## src/rtl/mem_bus_master_pkg.sv

```systemverilog
// Shared widths, memory depth and state encodings for the memory bus master.
// The STATE_* constants give the FSM encoding used by the RTL and by the bench.
package mem_bus_master_pkg;

    localparam int DEF_ADDR_W = 5;
    localparam int DEF_DATA_W = 8;
    localparam int DEF_LEN_W  = 3;
    localparam int MEM_DEPTH  = 32;

    localparam logic [2:0] STATE_IDLE      = 3'd0;
    localparam logic [2:0] STATE_WR_WAIT   = 3'd1;
    localparam logic [2:0] STATE_WR_STROBE = 3'd2;
    localparam logic [2:0] STATE_RD_ISSUE  = 3'd3;
    localparam logic [2:0] STATE_RD_HOLD   = 3'd4;
    localparam logic [2:0] STATE_FINISH    = 3'd5;
    localparam logic [2:0] STATE_VERIFY    = 3'd6;

    typedef enum logic [2:0] {
        S_IDLE      = STATE_IDLE,
        S_WR_WAIT   = STATE_WR_WAIT,
        S_WR_STROBE = STATE_WR_STROBE,
        S_RD_ISSUE  = STATE_RD_ISSUE,
        S_RD_HOLD   = STATE_RD_HOLD,
        S_FINISH    = STATE_FINISH,
        S_VERIFY    = STATE_VERIFY
    } state_t;

endpackage

```

## src/rtl/mem_addr_ctr.sv

```systemverilog
// Burst address register with modulo-2^ADDR_W increment and remaining-beat down-counter.
// Load and step take effect on the next posedge; last_o is a pure decode of the counter.
module mem_addr_ctr
    import mem_bus_master_pkg::*;
#(
    parameter int ADDR_W = DEF_ADDR_W,
    parameter int LEN_W  = DEF_LEN_W
) (
    input  logic              clk,
    input  logic              reset,
    input  logic              load_i,
    input  logic [ADDR_W-1:0] addr_i,
    input  logic [LEN_W-1:0]  len_i,
    input  logic              step_i,
    output logic [ADDR_W-1:0] addr_o,
    output logic              last_o
);

    logic [ADDR_W-1:0] addr_q, addr_d;
    logic [LEN_W-1:0]  rem_q, rem_d;

    always_comb begin
        addr_d = addr_q;
        rem_d  = rem_q;
        if (load_i) begin
            addr_d = addr_i;
            rem_d  = len_i;
        end else if (step_i) begin
            // Natural overflow of the ADDR_W-bit register gives the address wrap
            addr_d = addr_q + ADDR_W'(1);
            rem_d  = rem_q - LEN_W'(1);
        end
    end

    always_ff @(posedge clk) begin
        if (reset) begin
            addr_q <= '0;
            rem_q  <= '0;
        end else begin
            addr_q <= addr_d;
            rem_q  <= rem_d;
        end
    end

    assign addr_o = addr_q;
    assign last_o = (rem_q == '0);

endmodule

```

## src/rtl/mem_bus_master.sv

```systemverilog
// Burst initiator for the shared 8-bit memory bus: 2 cycles/beat (3 per write with MEM_BUS_MASTER_VERIFY_EN).
// Commands accepted only in IDLE; write data waits for wd_valid, read data holds until rd_ready.
module mem_bus_master
    import mem_bus_master_pkg::*;
#(
    parameter int ADDR_W = DEF_ADDR_W,
    parameter int DATA_W = DEF_DATA_W,
    parameter int LEN_W  = DEF_LEN_W
) (
    input  logic              clk,
    input  logic              reset,
    input  logic              req_valid,
    output logic              req_ready,
    input  logic              req_write,
    input  logic [ADDR_W-1:0] req_addr,
    input  logic [LEN_W-1:0]  req_len,
    input  logic              wd_valid,
    output logic              wd_ready,
    input  logic [DATA_W-1:0] wd_data,
    output logic              rd_valid,
    input  logic              rd_ready,
    output logic [DATA_W-1:0] rd_data,
    output logic              done,
    output logic              err,
    output logic [ADDR_W-1:0] mem_adress,
    output logic [DATA_W-1:0] mem_data,
    output logic              mem_readen,
    output logic              mem_writen,
    input  logic [DATA_W-1:0] mem_bus
);

    state_t            state_q, state_d;
    logic [DATA_W-1:0] rd_data_q, rd_data_d;
    logic [DATA_W-1:0] mem_data_q, mem_data_d;
    logic              ctr_load, ctr_step, last_beat;

    mem_addr_ctr #(
        .ADDR_W (ADDR_W),
        .LEN_W  (LEN_W)
    ) u_addr_ctr (
        .clk    (clk),
        .reset  (reset),
        .load_i (ctr_load),
        .addr_i (req_addr),
        .len_i  (req_len),
        .step_i (ctr_step),
        .addr_o (mem_adress),
        .last_o (last_beat)
    );

`ifdef MEM_BUS_MASTER_VERIFY_EN
    logic err_q, err_d;
`endif

    always_comb begin
        state_d    = state_q;
        rd_data_d  = rd_data_q;
        mem_data_d = mem_data_q;
        ctr_load   = 1'b0;
        ctr_step   = 1'b0;
        req_ready  = 1'b0;
        wd_ready   = 1'b0;
        rd_valid   = 1'b0;
        done       = 1'b0;
        mem_readen = 1'b0;
        mem_writen = 1'b0;
`ifdef MEM_BUS_MASTER_VERIFY_EN
        err_d      = err_q;
`endif
        case (state_q)
            S_IDLE: begin
                req_ready = 1'b1;
                if (req_valid) begin
                    ctr_load = 1'b1;
                    state_d  = req_write ? S_WR_WAIT : S_RD_ISSUE;
                end
            end
            S_WR_WAIT: begin
                wd_ready = 1'b1;
                if (wd_valid) begin
                    mem_data_d = wd_data;
                    state_d    = S_WR_STROBE;
                end
            end
            S_WR_STROBE: begin
                mem_writen = 1'b1;
`ifdef MEM_BUS_MASTER_VERIFY_EN
                state_d = S_VERIFY;
`else
                if (last_beat) begin
                    state_d = S_FINISH;
                end else begin
                    ctr_step = 1'b1;
                    state_d  = S_WR_WAIT;
                end
`endif
            end
`ifdef MEM_BUS_MASTER_VERIFY_EN
            S_VERIFY: begin
                // Same address is still on the bus, so this reads back the byte just stored
                mem_readen = 1'b1;
                if (mem_bus != mem_data_q) begin
                    err_d = 1'b1;
                end
                if (last_beat) begin
                    state_d = S_FINISH;
                end else begin
                    ctr_step = 1'b1;
                    state_d  = S_WR_WAIT;
                end
            end
`endif
            S_RD_ISSUE: begin
                mem_readen = 1'b1;
                rd_data_d  = mem_bus;
                state_d    = S_RD_HOLD;
            end
            S_RD_HOLD: begin
                rd_valid = 1'b1;
                if (rd_ready) begin
                    if (last_beat) begin
                        state_d = S_FINISH;
                    end else begin
                        ctr_step = 1'b1;
                        state_d  = S_RD_ISSUE;
                    end
                end
            end
            S_FINISH: begin
                done    = 1'b1;
                state_d = S_IDLE;
            end
            default: begin
                state_d = S_IDLE;
            end
        endcase
    end

    always_ff @(posedge clk) begin
        if (reset) begin
            state_q    <= S_IDLE;
            rd_data_q  <= '0;
            mem_data_q <= '0;
        end else begin
            state_q    <= state_d;
            rd_data_q  <= rd_data_d;
            mem_data_q <= mem_data_d;
        end
    end

`ifdef MEM_BUS_MASTER_VERIFY_EN
    always_ff @(posedge clk) begin
        if (reset) begin
            err_q <= 1'b0;
        end else begin
            err_q <= err_d;
        end
    end

    assign err = err_q;
`else
    assign err = 1'b0;
`endif

    assign rd_data  = rd_data_q;
    assign mem_data = mem_data_q;

endmodule

```

## config.mk

```make
export PLATFORM = sky130hd
export DESIGN_NAME = mem_bus_master
export DESIGN_NICKNAME = d
export VERILOG_FILES = /design/src/rtl/mem_bus_master_pkg.sv /design/src/rtl/mem_addr_ctr.sv /design/src/rtl/mem_bus_master.sv
export SDC_FILE = /design/constraint.sdc
export NUM_CORES = 1
export LEC_CHECK = 0
export ABC_CLOCK_PERIOD_IN_PS = 1800
export BUFFER_PORTS_ARGS = -buffer_cell sky130_fd_sc_hd__buf_4
export CAP_MARGIN = 40
export CORE_MARGIN = 1.5
export CORE_UTILIZATION = 48
export CTS_BUF_LIST = sky130_fd_sc_hd__clkbuf_2 sky130_fd_sc_hd__clkbuf_4 sky130_fd_sc_hd__clkbuf_8
export DETAILED_ROUTE_END_ITERATION = 16
export PLACE_DENSITY_LB_ADDON = 0.12
export SYNTH_ARGS = -nofsm -noshare
export SYNTH_HDL_FRONTEND = slang
export SYNTH_SLANG_ARGS = --single-unit
```

## constraint.sdc

```tcl
create_clock -name clk -period 1.8 [get_ports clk]
set_clock_uncertainty 0.15 [all_clocks]
set_input_delay 0.36 -clock clk [delete_from_list [all_inputs] [get_ports clk]]
set_output_delay 0.36 -clock clk [all_outputs]
set_load 0.02 [all_outputs]
```

==> results of run 1 <==
## per-layer routing
layer / up-vias / global-route usage, %
li1: 628 / -
met1: 593 / 25.3
met2: 39 / 36.2
met3: 2 / 2.78
met4: 0 / 7.50
met5: - / 0
## final cells by class
class	instances	area share (%)
clock buffer	4	1.63
inverter	6	1.22
multi-input combinational	103	37.2
sequential	27	30.0
tap	30	2.04
timing repair buffer	67	27.9
## sequential cells by signal, summed over array words and instances, names as in the netlist
name and count:
rd_data 8, mem_data 8, u_addr_ctr.addr_o 5, state_q 3, u_addr_ctr.rem_q 3
## what timing repair did
action | in CTS | in global routing
pin swaps | 0 | 2
setup endpoints to repair | 8 | 8
gates resized for setup | 6 | 14
buffers inserted | 0 | 3
## power by group through the flow
stage / registers [uW] / logic, uW / clock network, uW
global placement: 849 / 1110 / 0
global route: 868 / 1400 / 303
finish: 850 / 1300 / 265
detailed placement: 860 / 1160 / 0
floorplan: 907 / 676 / 0
CTS: 853 / 1170 / 277
## logic make-up (layout without fill, tap and decap cells)
| kind of cell | Yosys count | count (layout) | share of synthesized area [%] |
|---|---|---|---|
| buf+inv | 17 | 77 | 6.51 |
| fa+ha+maj | 3 | 3 | 3.00 |
| xor+xnor | 2 | 2 | 1.40 |
| flops | 27 | 27 | 43.2 |
| simple gates | 62 | 62 | 24.6 |
| mux | 8 | 8 | 6.41 |
| compound gates | 27 | 27 | 14.5 |
| other cells | 1 | 1 | 0.300 |
## through the flow
step                      instance area [um2]  setup TNS [ps]  power (uW)  worst slack (ps)
after global placement                   1720               0        1960              94.3
after global routing                     1840           -33.2        2570             -31.7
after floorplan                          1260           -19.2        1580             -19.2
after detailed placement                 1720           -1.43        2020             -1.11
final                                    1840               0        2420              42.7
after CTS                                1760           -43.0        2300             -20.4
## cell usage in the layout, fill, tap and decap left out, types with 2 or more instances in the layout
| cell type | instances |
|---|---|
| and3_1 | 6 |
| inv_1 | 5 |
| buf_6 | 3 |
| nand2b_4 | 2 |
| and2_1 | 2 |
| mux2i_1 | 8 |
| buf_4 | 64 |
| ha_1 | 3 |
| clkbuf_4 | 4 |
| nand3_1 | 8 |
| nand2_1 | 11 |
| a211oi_1 | 7 |
| dfxtp_4 | 3 |
| a21oi_1 | 13 |
| dfxtp_1 | 24 |
| xnor2_1 | 2 |
| nor4_1 | 4 |
| nor2_1 | 20 |
## tightest hold or removal path, stage by stage
cell,delay (ps)
buf_4,80
mux2i_1,50
nor2_1,70
## path summary, 6_finish.rpt
kind                                 from                               end  slack, ps  cells after the start
setup / recovery  state_q[1]$_SDFFE_PP0P_                        mem_readen         40                      5
hold reg to reg   rd_data[4]$_SDFFE_PP0N_           rd_data[4]$_SDFFE_PP0N_        320                      2
setup reg to reg  state_q[2]$_SDFFE_PP0P_  u_addr_ctr.rem_q[2]$_SDFFE_PP0P_        110                      5
hold / removal                 wd_data[3]          mem_data[3]$_SDFFE_PP0P_        130                      3
==> impl_results.md, run 1 <==
* Remaining DRCs at 0
* Htree depth at 1
* Clock-pin slew on the worst setup and hold paths at 130 ps
* Top cells by count, synth: dfxtp_1 (27), nor2_1 (21), a21oi_1 (13), nand2_1 (12)
* Nets at 241
* Met3 wire length at 157 um
* DIE WIDTH at 54.0 um
* Drt via density at 5.32
* CTS tree: done
* Die Height at 54.0 um
* Count of pins over their slew limit at 0
* Post-Synthesis Net Count at 180
* Buf+Inv Stages, Crit Path at 3
* Post-Place Cells at 230
* Synth Instances at 147
* Clock sink total at 27
* Area growth syn-to-layout at 47.3%
* CTS Buf Count at 3
* Sw Ratio at 40.2%
* Internal power at 1450 uW
* Leading area contributor after synthesis: dfxtp_1
* Clock share of power at 11.0%
* Fin Hold WS at 128 ps
* CP Cell Sequence: nor2b_4 > buf_6 > nand2_4 > inv_2 > buf_6
* Status: finished clean
* Vias in the first global route at 995
* Wire length per cell at 13.1 um
* Largest stage delay, worst path at 400 ps
* Max capacitance violation total at 0
* Fillcell total at 192
* Starting Density at 50.5%
* Period utilization at 97.6%
* WL met2 at 1620 um
* Reg area at 552 um2
* Post-Syn Area at 1250 um2
* Total grt overflow at 0
* RSZ-0062 raised after global routing: true
* Cell with the most instances after synthesis: dfxtp_1
* Largest net degree at the start of global routing at 29
* Most used cell, CP: buf_6
* Critical path launch point type: register
* Antenna violations before repair at 0
* Number of diodes at 0
* Layout cells sized above 1 at 41.1%
* HP Class: input port to register
* Core area at 2480 um2
* All-Layer GR Usage at 20.5%
* Initial drt markers at 18
* ANT nets after route at 0
* CP max FO at 10
* Kind of end point of the critical path: output pin
* Power Density at 1310 nW/um2
* Synth warnings at 0
* DR top layer: met4
* Hold Buf Count CTS at 0
* Maximum vdd drop at 1270 uV
* Seq cells post-synth at 27
* Area of the multi-input gates at 686 um2
* Synth area leaders: dfxtp_1 (43%), mux2i_1 (6.4%), nor2_1 (6.3%)
* Number of enable flip-flop cells after synthesis at 0
* Slowest cell on crit path: dfxtp_4
* Required time of the critical path at 1290 ps
* Layout Cells excl Fill at 237
* Post-layout min period at 1760 ps
* Ports at 58
* Logic pwr share at 53.9%
* Port Buf Inserts at 56
* First-pass GRT wire length at 4370 um
* Fraction of power consumed by sequential logic at 35.2%
* Post-DP HPWL at 2340 um
* Final core area utilization at 74.3%
* Detailed-route via count at 1262
* Mapped Avg Cell Area at 8.50 um2
* Clock latency on the worst-skew pair at 310 ps
* Yosys cell types at 33
* Async SR Flop Fraction at 0%
* Root buf cell: clkbuf_4
* Path type of the worst setup path: register to output pin
* WP data arrival at 1250 ps
* Largest delay share family, worst path: flip-flops
* Final setup viols at 0
* Top cell type's share of synthesized area at 43.2%
* Clock Tree Buf Depth at 2
* Final wirelength at 3100 um
* Die area at 2920 um2
* Max Fclk at 569 MHz
* Routability cong. at 0.876
* DRT met1 WL at 1300 um
* LEAKAGE at 0.000831 uW
* DRT Pass-1 Iters at 5
* Post-synthesis sequential area ratio at 43.2%
* Main synth FF type: dfxtp_1
* Num rows at 18
* Net Switching at 972 uW
* Final-report hold violation count at 0
No activity file was read; power rests on OpenSTA's default activity.
==> run 2: changes to the inputs <==
--- a/config.mk
+++ b/config.mk
@@ -12,7 +12,7 @@
 export CORE_UTILIZATION = 48
 export CTS_BUF_LIST = sky130_fd_sc_hd__clkbuf_2 sky130_fd_sc_hd__clkbuf_4 sky130_fd_sc_hd__clkbuf_8
 export DETAILED_ROUTE_END_ITERATION = 16
-export PLACE_DENSITY_LB_ADDON = 0.12
+export PLACE_DENSITY = 0.82
 export SYNTH_ARGS = -nofsm -noshare
 export SYNTH_HDL_FRONTEND = slang
 export SYNTH_SLANG_ARGS = --single-unit
==> run 2 against run 1 <==
Effect of this change:
- register-to-register slack better by 30 ps
- final area decreased by 0.88%
- worst setup slack better by 16 ps
- non-clock buffer count grew 1
- routed wire length up 1.0%
- sequential share of layout area barely moved
- cell count up 0.42%
- power is 1.1% lower
- sequential cell count did not move
- sequential power shrank 1%
- hold slack worse by 4.3 ps
- critical path type unchanged
- critical endpoint is now rd_valid
==> impl_results.md, run 2 (synthesis results as in run 1) <==
* Status: finished clean
* Nets at 242
* First-pass GRT wire length at 4670 um
* Core area at 2480 um2
* CTS Buf Count at 3
* Hold Path Sink: mem_data[7]$_SDFFE_PP0P_
* Clock latency on the worst-skew pair at 320 ps
* Path type of the worst setup path: register to output pin
* Reg area at 547 um2
* Port Buf Inserts at 56
* Htree depth at 1
* CTS tree: done
* Post-layout min period at 1740 ps
* Maximum vdd drop at 876 uV
* Hold Crit Start: wd_data[7]
* Area of the multi-input gates at 663 um2
* Slowest cell on crit path: dfxtp_2
* Design Power at 2390 uW
* Most frequent cells in the layout: buf_4 (64), dfxtp_1 (24), nor2_1 (21)
* CP Cell Sequence: buf_6 > nand2b_1 > nor2_1 > buf_4
* Wire length per cell at 13.1 um
* Period utilization at 96.7%
* Fillcell total at 186
* CP max FO at 8
* Fin Hold WS at 124 ps
* Post-DP HPWL at 2340 um
* DIE WIDTH at 54.0 um
* Dpl ws at -25.1 ps
* DRT Pass-1 Iters at 4
* Antenna violations before repair at 0
* R2R Path End: u_addr_ctr.addr_o[1]$_SDFFE_PP0P_
* Final setup viols at 0
* HP Class: input port to register
* Power Density at 1310 nW/um2
* Num rows at 18
* Total grt overflow at 0
* Detailed-route via count at 1268
* Largest delay share family, worst path: flip-flops
* Number of diodes at 0
* Drt via density at 5.33
* Flop-to-flop setup slack at 140 ps
* Largest stage delay, worst path at 400 ps
* Max capacitance violation total at 0
* Die area at 2920 um2
* All-Layer GR Usage at 22.2%
* Cell area after layout at 1830 um2
* Kind of end point of the critical path: output pin
* Starting Density at 50.5%
* Root buf cell: clkbuf_4
* Final-report hold violation count at 0
* Max Fclk at 574 MHz
* Placed instance area at 1740 um2
* Initial drt markers at 26
* Layout cells sized above 1 at 39.9%
* Count of pins over their slew limit at 0
* Clock sink total at 27
* Area growth syn-to-layout at 46.0%
* Vias in the first global route at 1130
* WP data arrival at 1230 ps
* Die Height at 54.0 um
* Worst Reg-to-Reg Cells at 5
* Hold path cells at 3
* Most common cell after layout, fill and taps aside: buf_4
* Clock-pin slew on the worst setup and hold paths at 140 ps
* Remaining DRCs at 0
* Routability cong. at 0.830
* Ports at 58
* Required time of the critical path at 1290 ps
* Largest net degree at the start of global routing at 29
* Clock Tree Buf Depth at 2
* LEAKAGE at 0.000822 uW
* Worst r2r src: state_q[1]$_SDFFE_PP0P_
* Critical path launch point type: register
* Final wirelength at 3130 um
* ANT nets after route at 0
* Buf+Inv Stages, Crit Path at 2
* Crit path depth at 4
* Post-route setup slack at 58.8 ps
-- run 2: cell count changes in the layout (fill, tap and decap cells not counted), moves of 2 or more --
cell	before	now
nand2b_4	2	0
dfxtp_2	0	2
dfxtp_4	3	1
nand2b_1	1	3
-- run 2: worst max path at each step --
stage / endpoint / slack, ps / start
after global routing: rd_valid / -5 / state_q[2]$_SDFFE_PP0P_
after floorplan: mem_readen / -20 / state_q[1]$_SDFFE_PP0P_
after CTS: rd_valid / 10 / state_q[2]$_SDFFE_PP0P_
after detailed placement: u_addr_ctr.rem_q[2]$_SDFFE_PP0P_ / -30 / rd_ready
after global placement: u_addr_ctr.rem_q[2]$_SDFFE_PP0P_ / 90 / rd_ready
final: rd_valid / 60 / state_q[2]$_SDFFE_PP0P_
-- run 2: area by class of cell --
cell class	count	area share (%)
well taps	30	2.06
repair buffers	68	28.8
multi-input cells	103	36.3
flip-flops and latches	27	30.0
inverters	6	1.23
clock buffers	4	1.64
-- run 2: power breakdown --
part / total [uW] / switching, uW / internal, uW
Clock: 272 / 170 / 102
Combinational: 1280 / 674 / 604
Sequential: 841 / 109 / 731
-- run 2: worst register-to-register path, cell delays in order, from the launching register on --
cell and delay (ps):
dfxtp_4 390, buf_4 160, nor3_4 190, and2_1 280, nor3_1 90, a2111oi_2 320
-- run 2: stage by stage --
step	TNS, ps	instances	util (%)
finish	0	238	73.7
global route	-4.91	238	73.7
CTS	0	237	71.7
detailed placement	-25.1	232	70.1
global placement	0	232	70.1
floorplan	-19.2	147	-
-- run 2: layer usage --
layer	part of all wire, %	track usage, %
met3	6.8	3.89
met5	0	0
met1	44	26.8
met4	0.77	8.75
met2	49	38.8
-- run 2: timing repair --
action                     in CTS  in global routing
hold buffers                    0                  0
setup endpoints to repair       2                  8
resized for setup               3                 12
cloned                          0                  0
buffers inserted                1                  1
pin swaps                       0                  1
==> run 3: changes to the inputs <==
--- a/config.mk
+++ b/config.mk
@@ -6,11 +6,11 @@
 export NUM_CORES = 1
 export LEC_CHECK = 0
 export ABC_CLOCK_PERIOD_IN_PS = 1800
-export BUFFER_PORTS_ARGS = -buffer_cell sky130_fd_sc_hd__buf_4
+export BUFFER_PORTS_ARGS = -buffer_cell sky130_fd_sc_hd__buf_2
 export CAP_MARGIN = 40
 export CORE_MARGIN = 1.5
 export CORE_UTILIZATION = 48
-export CTS_BUF_LIST = sky130_fd_sc_hd__clkbuf_2 sky130_fd_sc_hd__clkbuf_4 sky130_fd_sc_hd__clkbuf_8
+export CTS_BUF_LIST = sky130_fd_sc_hd__clkbuf_4
 export DETAILED_ROUTE_END_ITERATION = 16
 export PLACE_DENSITY = 0.82
 export SYNTH_ARGS = -nofsm -noshare
==> run 3 against run 2 <==
Effect of this change:
- sequential cell count stayed put
- final area is 8.4% lower
- utilization is 6.2 points lower
- sequential share of layout area is 2.7 points higher
- critical path depth is 1 lower
- clock power is 3% higher
- power is 3.7% lower
- largest power group unchanged
- combinational power is 8% lower
- clock-buffer cell count stayed put
- fmax is 2.2% lower
- global-route usage is 1.5 points lower
==> impl_results.md, run 3 (synthesis results as in run 1) <==
* Status: finished clean
* CP Cell Sequence: buf_4 > nor3b_2 > buf_4
* Initial drt markers at 37
* Largest delay share family, worst path: flip-flops
* Htree depth at 1
* Detailed-route via count at 1273
* Nets at 241
* Setup TNS Final at 0 ps
* Design Power at 2300 uW
* Starting Density at 50.5%
* Post-route setup slack at 20.1 ps
* Die Height at 54.0 um
* Num rows at 18
* Path type of the worst setup path: register to output pin
* Largest net degree at the start of global routing at 29
* Final-report hold violation count at 0
* WL met2 at 1540 um
* Wire length per cell at 13.3 um
* Required time of the critical path at 1290 ps
* All-Layer GR Usage at 20.7%
* DIE WIDTH at 54.0 um
* Port Buf Inserts at 56
* ANT nets after route at 0
* Area growth syn-to-layout at 33.8%
* Drt via density at 5.37
* Most used cell, CP: buf_4
* Total grt overflow at 0
* RSZ-0062 raised after global routing: true
* Most common cell after layout, fill and taps aside: buf_2
* Critical path launch point type: register
* Vias in the first global route at 1046
* Layout cells sized above 1 at 39.6%
* Rel. slew slack at 65.6%
* Die area at 2920 um2
* CP max FO at 8
* Largest stage delay, worst path at 360 ps
* Kind of end point of the critical path: output pin
* Clock-pin slew on the worst setup and hold paths at 140 ps
* Clock Tree Buf Depth at 2
* First-pass GRT wire length at 4290 um
* Post-DP HPWL at 2260 um
* DRT Pass-1 Iters at 4
* Number of diodes at 0
* Antenna violations before repair at 0
* Most frequent cells in the layout: buf_2 (50), dfxtp_1 (24), nor2_1 (21)
* CTS Buf Count at 3
* Final setup viols at 0
* Period utilization at 98.9%
* Remaining DRCs at 0
* Flop-to-flop setup slack at 120 ps
* Routability cong. at 0.807
* Final wirelength at 3160 um
* DR top layer: met4
* LEAKAGE at 0.000791 uW
* Met3 wire length at 258 um
* WP data arrival at 1270 ps
* Clock latency on the worst-skew pair at 330 ps
* Buf+Inv Stages, Crit Path at 2
* Maximum vdd drop at 874 uV
* Core area at 2480 um2
* Power Density at 1380 nW/um2
* DRT met1 WL at 1330 um
* Max Fclk at 562 MHz
* Slowest cell on crit path: dfxtp_2
* Hold Buf Count CTS at 0
* Root buf cell: clkbuf_4
* HP Class: input port to register
* Max capacitance violation total at 0
* Ports at 58
* Measured slew at the worst slew-check pin at 516 ps
* CTS tree: done
* Count of pins over their slew limit at 0
* Dpl ws at -54.8 ps
* Clock sink total at 27
* Post-layout min period at 1780 ps
==> run 3: area by class of cell <==
class / count / area [um2]
clock buffer: 4 / 30.0
fill: 207 / 805
inverter: 6 / 22.5
multi-input combinational: 103 / 658
sequential: 27 / 547
tap: 30 / 37.5
timing repair buffer: 67 / 378
==> run 3: metrics by stage <==
| step | cells | utilization, % | hold WS (ps) | area [um2] |
|---|---|---|---|---|
| 2_1_floorplan | 147 | - | 350 | 1260 |
| 3_3_place_gp | 231 | 64.1 | 291 | 1590 |
| 3_5_place_dp | 231 | 64.1 | 298 | 1590 |
| 4_1_cts | 236 | 65.8 | 109 | 1630 |
| 5_1_grt | 237 | 67.5 | 94.6 | 1670 |
| 6_report | 237 | 67.5 | 108 | 1670 |
==> run 3: what timing repair did <==
action | in CTS | in global routing
endpoints found under the setup margin | 3 | 10
setup buffers | 1 | 1
gates resized for setup | 3 | 12
gates cloned | 0 | 0
==> run 3: routing by layer <==
metal,up-vias,track usage (%)
li1,627,-
met1,591,22.8
met4,0,10.0
met3,5,5.56
met5,-,0
met2,50,36.6
==> run 3: final timing paths <==
kind                            cells after the start                    start                           endpoint
worst max-delay path                                3  state_q[2]$_SDFFE_PP0P_                           wd_ready
worst min-delay path                                3               req_len[1]   u_addr_ctr.rem_q[1]$_SDFFE_PP0P_
worst max register to register                      5  state_q[2]$_SDFFE_PP0P_  u_addr_ctr.addr_o[1]$_SDFFE_PP0P_
worst min register to register                      2  rd_data[0]$_SDFFE_PP0N_            rd_data[0]$_SDFFE_PP0N_
==> run 3: worst register-to-register path: stages, from the launching register on <==
cell       delay, ps
dfxtp_2          360
buf_4            160
nor3_4           210
and2_1           300
nor3_1            90
a2111oi_2        320
==> run 3: where the power goes <==
part           switching (uW)  internal (uW)
registers                 106            731
clock network             179            102
logic                     683            502
